## config.mk

```make
export PLATFORM = sky130hd
export DESIGN_NAME = ux607_reset_sequencer_flat
export DESIGN_NICKNAME = d
export VERILOG_FILES = /design/src/rtl/ux607_reset_sequencer_pkg.sv /design/src/rtl/ux607_reset_sequencer_if.sv /design/src/rtl/ux607_reset_sequencer_cnt.sv /design/src/rtl/ux607_reset_sequencer.sv /design/src/flat_wrapper.sv
export SDC_FILE = /design/constraint.sdc
export NUM_CORES = 1
export LEC_CHECK = 0
export ABC_AREA = 1
export CAP_MARGIN = 20
export CORE_ASPECT_RATIO = 0.75
export CORE_MARGIN = 5
export CORE_UTILIZATION = 45
export CTS_CLUSTER_DIAMETER = 50
export DETAILED_ROUTE_END_ITERATION = 6
export GPL_TIMING_DRIVEN = 0
export PLACE_DENSITY_LB_ADDON = 0.25
export SLEW_MARGIN = 20
export SYNTH_ARGS = -nofsm -noshare
export SYNTH_HDL_FRONTEND = slang
export SYNTH_HIERARCHICAL = 1
export SYNTH_SLANG_ARGS = --single-unit
```

## constraint.sdc

```tcl
create_clock -name clock -period 2.5 [get_ports clock]
set_clock_uncertainty 0.15 [all_clocks]
set_input_delay 0.75 -clock clock [delete_from_list [all_inputs] [get_ports clock]]
set_output_delay 0.75 -clock clock [all_outputs]
set_load 0.02 [all_outputs]
```

## src/rtl/ux607_reset_sequencer_pkg.sv

```systemverilog
// Shared types and constants for the ux607 reset sequencer: FSM states,
// cause-register bit positions, and the counter width helper.
package ux607_reset_pkg;

    typedef enum logic [1:0] {
        IDLE,
        ASSERT,
        RELEASE
    } rst_state_e;

    localparam int unsigned CAUSE_W   = 4;
    localparam int unsigned CAUSE_POR = 0;
    localparam int unsigned CAUSE_SW  = 1;
    localparam int unsigned CAUSE_WDT = 2;
    localparam int unsigned CAUSE_DBG = 3;

    // One counter serves both the stretch and the gap phases, so it must hold
    // the larger of the two reload values.
    function automatic int unsigned cnt_width(input int unsigned a, input int unsigned b);
        int unsigned m;
        m = (a > b) ? a : b;
        return (m > 1) ? $clog2(m) : 1;
    endfunction

endpackage

```

## src/rtl/ux607_reset_sequencer_if.sv

```systemverilog
// Request/status bundle between the reset sequencer and its users.
// master: request sources and cause consumers; slave: the sequencer itself.
interface ux607_reset_sequencer_if
    import ux607_reset_pkg::*;
#(
    parameter int unsigned N_DOMAINS = 3
);
    logic                 sw_rst_req;
    logic                 wdt_rst_req;
    logic                 dbg_rst_req;
    logic                 io_cause_clr;
    logic [N_DOMAINS-1:0] io_rst_out;
    logic                 io_rst_busy;
    logic [CAUSE_W-1:0]   io_rst_cause;

    modport master (
        output sw_rst_req,
        output wdt_rst_req,
        output dbg_rst_req,
        output io_cause_clr,
        input  io_rst_out,
        input  io_rst_busy,
        input  io_rst_cause
    );

    modport slave (
        input  sw_rst_req,
        input  wdt_rst_req,
        input  dbg_rst_req,
        input  io_cause_clr,
        output io_rst_out,
        output io_rst_busy,
        output io_rst_cause
    );

endinterface

```

## src/rtl/ux607_reset_sequencer_cnt.sv

```systemverilog
// Loadable down-counter with zero flag; load has priority over decrement and
// decrement is ignored at zero so the count never wraps.
module ux607_reset_cnt #(
    parameter int unsigned W       = 4,
    parameter int unsigned RST_VAL = 0
) (
    input  logic         clock,
    input  logic         reset,
    input  logic         load,
    input  logic [W-1:0] load_val,
    input  logic         dec,
    output logic [W-1:0] count,
    output logic         zero
);

    always_ff @(posedge clock) begin
        if (reset) begin
            count <= W'(RST_VAL);
        end else if (load) begin
            count <= load_val;
        end else if (dec && (count != '0)) begin
            count <= count - W'(1);
        end
    end

    assign zero = (count == '0);

endmodule

```

## src/rtl/ux607_reset_sequencer.sv

```systemverilog
// Merges POR/SW/WDT/DBG reset sources, stretches them and releases domains in order.
// Define UX607_RESET_SEQ_DBG_EN to let dbg_rst_req request resets and set cause[3].
module ux607_reset_sequencer
    import ux607_reset_pkg::*;
#(
    parameter int unsigned STRETCH_CYCLES = 16,
    parameter int unsigned GAP_CYCLES     = 4,
    parameter int unsigned N_DOMAINS      = 3
) (
    input  logic                     clock,
    input  logic                     reset,
    ux607_reset_sequencer_if.slave   rst_if
);

    if (STRETCH_CYCLES < 1) begin : g_bad_stretch
        $error("STRETCH_CYCLES must be >= 1");
    end
    if (GAP_CYCLES < 1) begin : g_bad_gap
        $error("GAP_CYCLES must be >= 1");
    end
    if (N_DOMAINS < 1) begin : g_bad_ndom
        $error("N_DOMAINS must be >= 1");
    end

    localparam int unsigned CNT_W = cnt_width(STRETCH_CYCLES, GAP_CYCLES);
    localparam int unsigned IDX_W = (N_DOMAINS > 1) ? $clog2(N_DOMAINS) : 1;

    localparam logic [CNT_W-1:0] STRETCH_LD = CNT_W'(STRETCH_CYCLES - 1);
    localparam logic [CNT_W-1:0] GAP_LD     = CNT_W'(GAP_CYCLES - 1);
    localparam logic [IDX_W-1:0] LAST_IDX   = IDX_W'(N_DOMAINS - 1);

`ifdef UX607_RESET_SEQ_DBG_EN
    localparam logic DBG_EN = 1'b1;
`else
    localparam logic DBG_EN = 1'b0;
`endif

    rst_state_e           state_q, state_d;
    logic [IDX_W-1:0]     idx_q, idx_d;
    logic [N_DOMAINS-1:0] rst_out_q, rst_out_d;
    logic                 busy_q, busy_d;
    logic [CAUSE_W-1:0]   cause_q, cause_set;

    logic                 dbg_act;
    logic                 req_act;

    logic                 cnt_load;
    logic [CNT_W-1:0]     cnt_load_val;
    logic                 cnt_dec;
    logic [CNT_W-1:0]     cnt_val;
    logic                 cnt_zero;

    // With the feature disabled the debug input is still sampled but masked to 0.
    assign dbg_act = rst_if.dbg_rst_req & DBG_EN;
    assign req_act = rst_if.sw_rst_req | rst_if.wdt_rst_req | dbg_act;

    ux607_reset_cnt #(
        .W       (CNT_W),
        .RST_VAL (STRETCH_CYCLES - 1)
    ) u_cnt (
        .clock    (clock),
        .reset    (reset),
        .load     (cnt_load),
        .load_val (cnt_load_val),
        .dec      (cnt_dec),
        .count    (cnt_val),
        .zero     (cnt_zero)
    );

    always_ff @(posedge clock) begin
        if (reset) begin
            state_q   <= ASSERT;
            idx_q     <= '0;
            rst_out_q <= '1;
            busy_q    <= 1'b1;
        end else begin
            state_q   <= state_d;
            idx_q     <= idx_d;
            rst_out_q <= rst_out_d;
            busy_q    <= busy_d;
        end
    end

    always_comb begin
        state_d      = state_q;
        idx_d        = idx_q;
        cnt_load     = 1'b0;
        cnt_load_val = STRETCH_LD;
        cnt_dec      = 1'b0;
        rst_out_d    = '0;
        busy_d       = 1'b0;

        case (state_q)
            IDLE: begin
                if (req_act) begin
                    state_d  = ASSERT;
                    cnt_load = 1'b1;
                end
            end
            ASSERT: begin
                if (req_act) begin
                    cnt_load = 1'b1;
                end else if (!cnt_zero) begin
                    cnt_dec = 1'b1;
                end else begin
                    state_d      = RELEASE;
                    idx_d        = '0;
                    cnt_load     = 1'b1;
                    cnt_load_val = GAP_LD;
                end
            end
            RELEASE: begin
                if (req_act) begin
                    state_d  = ASSERT;
                    idx_d    = '0;
                    cnt_load = 1'b1;
                end else if (idx_q == LAST_IDX) begin
                    state_d = IDLE;
                end else if (cnt_zero) begin
                    idx_d        = idx_q + IDX_W'(1);
                    cnt_load     = 1'b1;
                    cnt_load_val = GAP_LD;
                end else begin
                    cnt_dec = 1'b1;
                end
            end
            default: begin
                state_d  = ASSERT;
                idx_d    = '0;
                cnt_load = 1'b1;
            end
        endcase

        // Outputs are decoded from the next state and registered, so they are
        // glitch-free flops; in RELEASE every domain at or below idx is released.
        case (state_d)
            ASSERT:  rst_out_d = '1;
            RELEASE: begin
                for (int unsigned i = 0; i < N_DOMAINS; i++) begin
                    rst_out_d[i] = (i > 32'(idx_d));
                end
            end
            default: rst_out_d = '0;
        endcase
        busy_d = |rst_out_d;
    end

    always_comb begin
        cause_set            = '0;
        cause_set[CAUSE_SW]  = rst_if.sw_rst_req;
        cause_set[CAUSE_WDT] = rst_if.wdt_rst_req;
        cause_set[CAUSE_DBG] = dbg_act;
    end

    // A clear and a set in the same cycle: the set bits survive, all others drop.
    always_ff @(posedge clock) begin
        if (reset) begin
            cause_q            <= '0;
            cause_q[CAUSE_POR] <= 1'b1;
        end else if (rst_if.io_cause_clr) begin
            cause_q <= cause_set;
        end else begin
            cause_q <= cause_q | cause_set;
        end
    end

    assign rst_if.io_rst_out   = rst_out_q;
    assign rst_if.io_rst_busy  = busy_q;
    assign rst_if.io_rst_cause = cause_q;

endmodule

```

## src/flat_wrapper.sv

```systemverilog
// flat-port wrapper written by rule: the top's interface ports become plain ports
module ux607_reset_sequencer_flat import ux607_reset_pkg::*;
#(
    parameter int unsigned STRETCH_CYCLES = 16,
    parameter int unsigned GAP_CYCLES     = 4,
    parameter int unsigned N_DOMAINS      = 3
)
  (clock, reset, rst_if_sw_rst_req, rst_if_wdt_rst_req, rst_if_dbg_rst_req, rst_if_io_cause_clr, rst_if_io_rst_out, rst_if_io_rst_busy, rst_if_io_rst_cause);
  ux607_reset_sequencer_if #(.N_DOMAINS(N_DOMAINS)) rst_if_i ();
  input  logic clock;
  input  logic reset;
  input wire logic [$bits(rst_if_i.sw_rst_req)-1:0] rst_if_sw_rst_req;
  input wire logic [$bits(rst_if_i.wdt_rst_req)-1:0] rst_if_wdt_rst_req;
  input wire logic [$bits(rst_if_i.dbg_rst_req)-1:0] rst_if_dbg_rst_req;
  input wire logic [$bits(rst_if_i.io_cause_clr)-1:0] rst_if_io_cause_clr;
  output wire logic [$bits(rst_if_i.io_rst_out)-1:0] rst_if_io_rst_out;
  output wire logic [$bits(rst_if_i.io_rst_busy)-1:0] rst_if_io_rst_busy;
  output wire logic [$bits(rst_if_i.io_rst_cause)-1:0] rst_if_io_rst_cause;
  assign rst_if_i.sw_rst_req = rst_if_sw_rst_req;
  assign rst_if_i.wdt_rst_req = rst_if_wdt_rst_req;
  assign rst_if_i.dbg_rst_req = rst_if_dbg_rst_req;
  assign rst_if_i.io_cause_clr = rst_if_io_cause_clr;
  assign rst_if_io_rst_out = rst_if_i.io_rst_out;
  assign rst_if_io_rst_busy = rst_if_i.io_rst_busy;
  assign rst_if_io_rst_cause = rst_if_i.io_rst_cause;
  ux607_reset_sequencer #(.STRETCH_CYCLES(STRETCH_CYCLES), .GAP_CYCLES(GAP_CYCLES), .N_DOMAINS(N_DOMAINS)) u_core (.clock(clock), .reset(reset), .rst_if(rst_if_i));
endmodule
```

* Word level (Yosys, flattened, before mapping)
Index checks and enable logic that the tools add are counted.
Operators by class: add/subtract/negate cells 2, magnitude comparators 2, equality and inequality tests 5, muxes and demuxes 32, bitwise gates (word level) 2, reduce and logical (&&, ||, !) cells 7
Operators by type and width (count):
- $mux W4 | 6
- $mux W2 | 10
- $pmux W2 S3 | 2
- $mux W1 | 9
- $pmux W4 S2 | 1
- $eq A2 B2 Y1 const B | 3
- $pmux W3 S2 | 1
- $eq A2 B1 Y1 const B | 2
- $logic_not A4 Y1 | 1
- $or A4 B3 Y4 | 1
- $reduce_bool A4 Y1 | 1
- $sub A4 B1 Y4 const B | 1
- $mux W3 | 1
- $pmux W1 S3 | 1
- $reduce_or A3 Y1 | 1
- $add A2 B1 Y2 const B | 1
- $gt A1 B2 Y1 const A | 1
- $gt A2 B2 Y1 const A | 1
- $logic_not A2 Y1 | 1
- $pmux W1 S2 | 1
- $reduce_bool A2 Y1 | 1
- $reduce_or A2 Y1 | 1
- $logic_and A1 B1 Y1 | 1
- $or A1 B1 Y1 | 1
Storage, ports and cells: flip-flop bits (word level) 16, input port bits 6, output and inout port bits 8

* Depth between registers and ports, before layout
Gate-level depths: netlist of run 1.
depth in word-level cells 8, depth in mapped cells 16, gate-level depth less buffers 16

* Cells and area by module
Netlist of run 1, hierarchy kept.
By module, submodules not included:
- ux607_reset_sequencer | times used 1, cells an instance 105, area an instance 703.2 µm², seq. area each 220.2 µm²
- ux607_reset_cnt | times used 1, cells an instance 39, area an instance 257.7 µm², seq. area each 80.1 µm²

* Worst setup path before layout of run 1
Ideal clock, no wire load.
path kind input to register, from input port rst_if_wdt_rst_req, to register u_core.busy_q (netlist: u_core/rst_if.io_rst_busy), setup time 0.119 ns, data arrival time 1.740 ns, data required time 2.231 ns, path slack 0.492 ns, stages 11, path buffers 0, cells stage by stage nor2_2 > nand2_2 > inv_1 > nor2_1 > inv_1 > o2111ai_1 > ha_1 > inv_1 > nand2_1 > a21oi_2 > o21ai_1
Between the ends: cells in the longest elaborated chain, start to end 6
RTL lines:
- from (decl) | line flat_wrapper.sv:13 | input wire logic [$bits(rst_if_i.wdt_rst_req)-1:0] rst_if_wdt_rst_req;
- $or A1 B1 Y1 * | line ux607_reset_sequencer.sv:55 | assign req_act = rst_if.sw_rst_req | rst_if.wdt_rst_req | dbg_act;
- $mux W2, on equally long branches | line ux607_reset_sequencer.sv:113, ux607_reset_sequencer.sv:95, ux607_reset_sequencer.sv:101
- $pmux W2 S3 * | line ux607_reset_sequencer.sv:93 | case (state_q)
- $eq A2 B2 Y1 or $eq A2 B1 Y1 (tied branches) | line ux607_reset_sequencer.sv:136 | case (state_d)
- $pmux W3 S2 * | line ux607_reset_sequencer.sv:136
- net u_core.rst_out_d[0] | line ux607_reset_sequencer.sv:40 | logic [N_DOMAINS-1:0] rst_out_q, rst_out_d;
- $reduce_or A3 Y1 * | line ux607_reset_sequencer.sv:145 | busy_d = |rst_out_d;
- to (signal assigned) | line ux607_reset_sequencer.sv:80 | busy_q <= busy_d;
- to (decl) | line ux607_reset_sequencer.sv:41 | logic busy_q, busy_d;
Mark *: on every way through the listed nets, which the timed path passes. The rest lies on a longest branch. A chain may end at the register's enable or synchronous reset.

* Worst setup path after layout of run 1
from input port rst_if_sw_rst_req, to register u_core.busy_q (netlist: u_core/rst_if.io_rst_busy)
Between the ends: cells in the longest elaborated chain, start to end 6
RTL lines:
- from (decl) | line flat_wrapper.sv:12 | input wire logic [$bits(rst_if_i.sw_rst_req)-1:0] rst_if_sw_rst_req;
- $or A1 B1 Y1 * | line ux607_reset_sequencer.sv:55
- $mux W2, on equally long branches | line ux607_reset_sequencer.sv:113, ux607_reset_sequencer.sv:95, ux607_reset_sequencer.sv:101
- $pmux W2 S3 * | line ux607_reset_sequencer.sv:93
- net u_core.state_d[0] | line ux607_reset_sequencer.sv:38 | rst_state_e state_q, state_d;
- $eq A2 B2 Y1 or $eq A2 B1 Y1 (tied branches) | line ux607_reset_sequencer.sv:136
- $pmux W3 S2 * | line ux607_reset_sequencer.sv:136
- net u_core.rst_out_d[0] | line ux607_reset_sequencer.sv:40
- $reduce_or A3 Y1 * | line ux607_reset_sequencer.sv:145
Marks and branches as above.

==> results.yml, run 1 <==
clock_tree:
  ctsRootBufferMaster: "clkbuf_4"
  cts_max_level: 1
  cts_resized: 0
  cts.sinks: 15
  numCtsBuffers: 3
  insertion_delay_ns: 0.29
  cts_hold_buffers: 0
  clk_pin_slew_ns: 0.10
  cts_buffer_depth: 2
  cts_setup_buffers: 0
  cts_tree: "built"
routing:
  ant_nets: 0
  via_per_inst: 4.80
  drt_iter0_markers: 40
  first_pass_iters: 4
  wl_per_cell_um: 10.6
  wirelength_um: 1950
  drc: 0
  vias: 884
floorplan:
  die_y_um: 50.0
  design.die.area_mm2: 0.00317
  boundaryPins: 14
  die_x_um: 63.4
  num_rows: 14
  start_util_pct: 47.7
  core_area_mm2: 0.00201
setup_path:
  start_kind: "input pin"
  required_ns: 2.54
  cp-startpoint: "rst_if_sw_rst_req"
  rr_startpoint: "u_core/u_cnt/count[0]$_SDFFE_PP1P_"
  crit_fanout: 6
  end_kind: "flop"
  crit_type: "in2reg"
  worst_ep_arrival_time_ns: 2.40
logic_synthesis:
  synth_top_area_share_pct: 31.3
  synth-edff-count: 0
  synth-seq-cells: 15
  ys_warn_count: 6
  netlist_top_cells_count: "nand2_1 (33), inv_1 (31), dfxtp_1 (15)"
  synthMostInstantiatedCell: "nand2_1"
  synth_flop_cell: "dfxtp_1"
  avgSynthCellArea_um2: 6.67
  ys_async_sr_fraction_pct: 0
  synthTopCellsByArea: "dfxtp_1 (31%), nand2_1 (13%), inv_1 (12%), ha_1 (12%), nand3_1 (7.3%)"
  syn-instance-count: 144
  synth_top_cell_by_area: "dfxtp_1"
  synth-seq-area-share_pct: 31.3
  synth.distinct_cells: 22
  syn_area_um2: 961
grt:
  first_global_vias: 770
  gr-total-overflow: 0
  grt_max_degree: 11
  antenna_found_initial: 0
  grt_pass1_wl_um: 3350
  track_usage_pct: 13.4
layout:
  diodes: 0
  finalNetCount: 176
  final_area_mm2: 0.00113
  syn_to_final_growth_pct: 18.1
  layout-drive-gt1-share_pct: 10.0
  final-seq-area_um2: 300
  fill_cells: 186
  multi_input_area_um2: 533
  fin_cells: 184
placement:
  hpwl_um: 1560
  dp_cells: 180
  place_congestion: 0.834
  portBuffers: 11
  dpl_cell_area_mm2: 0.00110
power_and_ir_drop:
  p_total_w: 0.000550
  vdd_drop_max_uv: 397
  p_leak_nw: 0.625
  cellPowerDensity_mw_per_mm2: 485
hold_path:
  hold_path.class: "reg2reg"
  worstHoldStart: "u_core/rst_if.io_rst_cause[0]$_SDFFE_PP1P_"
job:
  maxCapViolations: 0
sta:
  setup-violations-final: 0
  finalHoldViolations: 0
  fmax_mhz: 424
  period_share_pct: 94.2
  period_needed_ns: 2.36
  rsz0062_at_grt: "false"
  fin_hold_ws_ns: 0.306
  finalMaxSlewViolations: 0
run_status:
  status: "complete, no violations"
[critical path, stage by stage]
cell and delay, ns:
clkdlybuf4s50_1 0.43, inv_1 0.10, nand2_2 0.11, a21oi_2 0.16, inv_1 0.05, a21oi_1 0.12
nand2_1 0.11, ha_1 0.19, inv_1 0.08, nand2_1 0.08, a21oi_2 0.15, o21ai_1 0.07
[cell families after synthesis]
kind of cell | Yosys count | share of synthesized area [%]
fa+ha+maj | 9 | 11.7
flops | 15 | 31.3
other cells | 2 | 0.782
buf+inv | 34 | 13.7
xor+xnor | 1 | 0.912
compound gates | 17 | 10.9
simple gates | 66 | 30.7
[worst paths after layout]
kind,end,slack [ns],cells past startpoint
min,u_core/rst_if.io_rst_cause[0]$_SDFFE_PP1P_,0.31,2
max reg2reg,u_core/rst_if.io_rst_busy$_SDFF_PP1_,0.25,14
min reg2reg,u_core/rst_if.io_rst_cause[0]$_SDFFE_PP1P_,0.31,2
max,u_core/rst_if.io_rst_busy$_SDFF_PP1_,0.14,12
[stage by stage]
step | TNS [ns] | util (%) | worst slack [ns]
after floorplan | 0 | - | 0.492
after global placement | -0.268 | 54.8 | -0.143
after detailed placement | -0.345 | 54.8 | -0.162
after CTS | 0 | 56.3 | 0.154
after global routing | 0 | 56.3 | 0.00108
final | 0 | 56.3 | 0.144
[area by class of cell]
cell class	instances	share of cell area, %
clock buffer	3	1.98
tap	24	2.65
buffer	1	0.662
clock inverter	1	0.662
multi-input combinational	96	47.0
sequential	15	26.5
inverter	33	10.9
timing repair buffer	11	9.70
[flip-flops by register name, summed over array words and instances, names as in the netlist]
register and count:
u_core/u_cnt/count 4, u_core/rst_if.io_rst_cause 3, u_core/rst_if.io_rst_out 3, u_core/idx_q 2, u_core/state_q 2, u_core/rst_if.io_rst_busy 1
[metal layers]
layer,global-route usage (%),share of wire (%)
met5,0,0
met2,17.9,42
met4,5.88,0.98
met1,18.9,52
met3,4.77,5.4
[layout by cell type (no fill, tap or decap), types with 4 or more instances in the layout]
cell / count
ha_1: 9
nand3_1: 14
nor2_1: 10
dfxtp_1: 15
o21ai_0: 4
a21oi_1: 6
nand2_1: 33
inv_1: 31
clkdlybuf4s50_1: 11
[power breakdown]
group,total [W],internal [W],switching [W],leakage (nW)
registers,0.000268,0.000258,0.00000967,0.123
clock network,0.000147,0.0000609,0.0000860,0.0139
logic,0.000135,0.0000548,0.0000806,0.488
total,0.000550,0.000374,0.000176,0.625
No activity file was read; power rests on OpenSTA's default activity.
==> inputs of run 2 (changes only) <==
- CTS_CLUSTER_SIZE: unset -> 8
- HOLD_SLACK_MARGIN: unset -> 0.03
- RECOVER_POWER: unset -> 100
==> results.yml, run 2 (same netlist as run 1, synthesis figures left out) <==
run_status:
  status: "complete, no violations"
sta:
  period_needed_ns: 2.34
  period_share_pct: 93.5
  finalMaxSlewViolations: 0
  fmax_mhz: 428
  finalHoldViolations: 0
  fin_hold_ws_ns: 0.303
  fin_ws_ns: 0.162
  rsz0062_at_grt: "false"
  setup-violations-final: 0
clock_tree:
  cts.sinks: 15
  cts_hold_buffers: 0
  cts_setup_buffers: 0
  ctsRootBufferMaster: "clkbuf_4"
  cts_buffer_depth: 2
  cts_resized: 0
  cts_max_level: 1
  insertion_delay_ns: 0.29
  clk_pin_slew_ns: 0.10
  numCtsBuffers: 3
  cts_tree: "built"
floorplan:
  num_rows: 14
  start_util_pct: 47.7
  die_y_um: 50.0
  die_x_um: 63.4
  core_area_mm2: 0.00201
  design.die.area_mm2: 0.00317
  boundaryPins: 14
routing:
  vias: 875
  first_pass_iters: 5
  wl_met2_um: 806
  met3_length_um: 89
  drt_iter0_markers: 40
  wl_per_cell_um: 10.5
  via_per_inst: 4.76
  top_layer: "met4"
  met1_length_um: 1020
  drc: 0
  wirelength_um: 1940
  ant_nets: 0
setup_path:
  r2r_cells: 12
  timing.rr.end: "u_core/u_cnt/count[3]$_SDFFE_PP1P_"
  cp-startpoint: "rst_if_sw_rst_req"
  rr_startpoint: "u_core/u_cnt/count[0]$_SDFFE_PP1P_"
  crit_fanout: 6
  r2r_slack_ns: 0.22
  required_ns: 2.54
  crit_type: "in2reg"
  end_kind: "flop"
  start_kind: "input pin"
  worst_ep_arrival_time_ns: 2.38
grt:
  antenna_found_initial: 0
  gr-total-overflow: 0
  grt_pass1_wl_um: 3350
  track_usage_pct: 13.4
  grt_max_degree: 11
  first_global_vias: 770
layout:
  layout-drive-gt1-share_pct: 8.75
  final_cell_mix: "inv_1 (33), nand2_1 (33), dfxtp_1 (15)"
  syn_to_final_growth_pct: 18.1
  diodes: 0
  finalNetCount: 176
  largest_register: "u_core/u_cnt/count"
  fill_cells: 186
  largest_reg_flops: 4
hold_path:
  hold_path.class: "reg2reg"
  holdPathStages: 2
  worstHoldStart: "u_core/rst_if.io_rst_cause[0]$_SDFFE_PP1P_"
  holdPathEnd: "u_core/rst_if.io_rst_cause[0]$_SDFFE_PP1P_"
placement:
  place_congestion: 0.834
  hpwl_um: 1560
  place_ws_ns: -0.162
  portBuffers: 11
power_and_ir_drop:
  p_leak_nw: 0.621
  vdd_drop_max_uv: 397
  cellPowerDensity_mw_per_mm2: 480
job:
  maxCapViolations: 0
run 2: how the worst max path moves through the flow:
stage / slack [ns] / cells after the start / to
after floorplan: 0.49 / 11 / u_core/rst_if.io_rst_busy$_SDFF_PP1_
after global placement: -0.14 / 12 / u_core/rst_if.io_rst_busy$_SDFF_PP1_
after detailed placement: -0.16 / 12 / u_core/rst_if.io_rst_busy$_SDFF_PP1_
after CTS: 0.15 / 12 / u_core/rst_if.io_rst_busy$_SDFF_PP1_
after global routing: 0.002 / 10 / u_core/rst_if.io_rst_busy$_SDFF_PP1_
final: 0.16 / 12 / u_core/rst_if.io_rst_busy$_SDFF_PP1_
run 2: per-layer routing:
metal	GRT usage, %	vias up
met2	17.9	18
met3	4.77	2
met5	0	-
met4	5.88	0
li1	-	475
met1	18.9	380
run 2: worst max-delay path, cell delays in order:
cell and delay (ns):
clkdlybuf4s50_1 0.43, inv_1 0.10, nand2_2 0.11, a21oi_2 0.16, inv_1 0.05, a21oi_1 0.12
nand2_1 0.09, ha_1 0.18, inv_1 0.08, nand2_1 0.08, a21oi_2 0.14, o21ai_1 0.07
run 2: layout make-up:
class / instances / area, um^2 / area share, %
inverter: 33 / 124 / 10.9
timing repair buffer: 11 / 110 / 9.70
clock buffer: 3 / 22.5 / 1.98
multi-input combinational: 96 / 533 / 47.0
buffer: 1 / 7.51 / 0.662
clock inverter: 1 / 7.51 / 0.662
tap: 24 / 30.0 / 2.65
sequential: 15 / 300 / 26.5
run 2: where the power goes:
part,switching [W],internal (W),total [W]
clock,0.0000864,0.0000609,0.000147
combinational,0.0000797,0.0000504,0.000130
sequential,0.00000944,0.000258,0.000267
run 2: metrics by stage:
| stage | instance area, um^2 | cells | setup TNS, ns | total power, W | utilization, % |
|---|---|---|---|---|---|
| 6_report | 1130 | 184 | 0 | 0.000545 | 56.3 |
| 5_1_grt | 1130 | 184 | 0 | 0.000588 | 56.3 |
| 4_1_cts | 1130 | 184 | 0 | 0.000557 | 56.3 |
| 3_5_place_dp | 1100 | 180 | -0.345 | 0.000408 | 54.8 |
| 3_3_place_gp | 1100 | 180 | -0.268 | 0.000406 | 54.8 |
| 2_1_floorplan | 965 | 145 | 0 | 0.000362 | - |
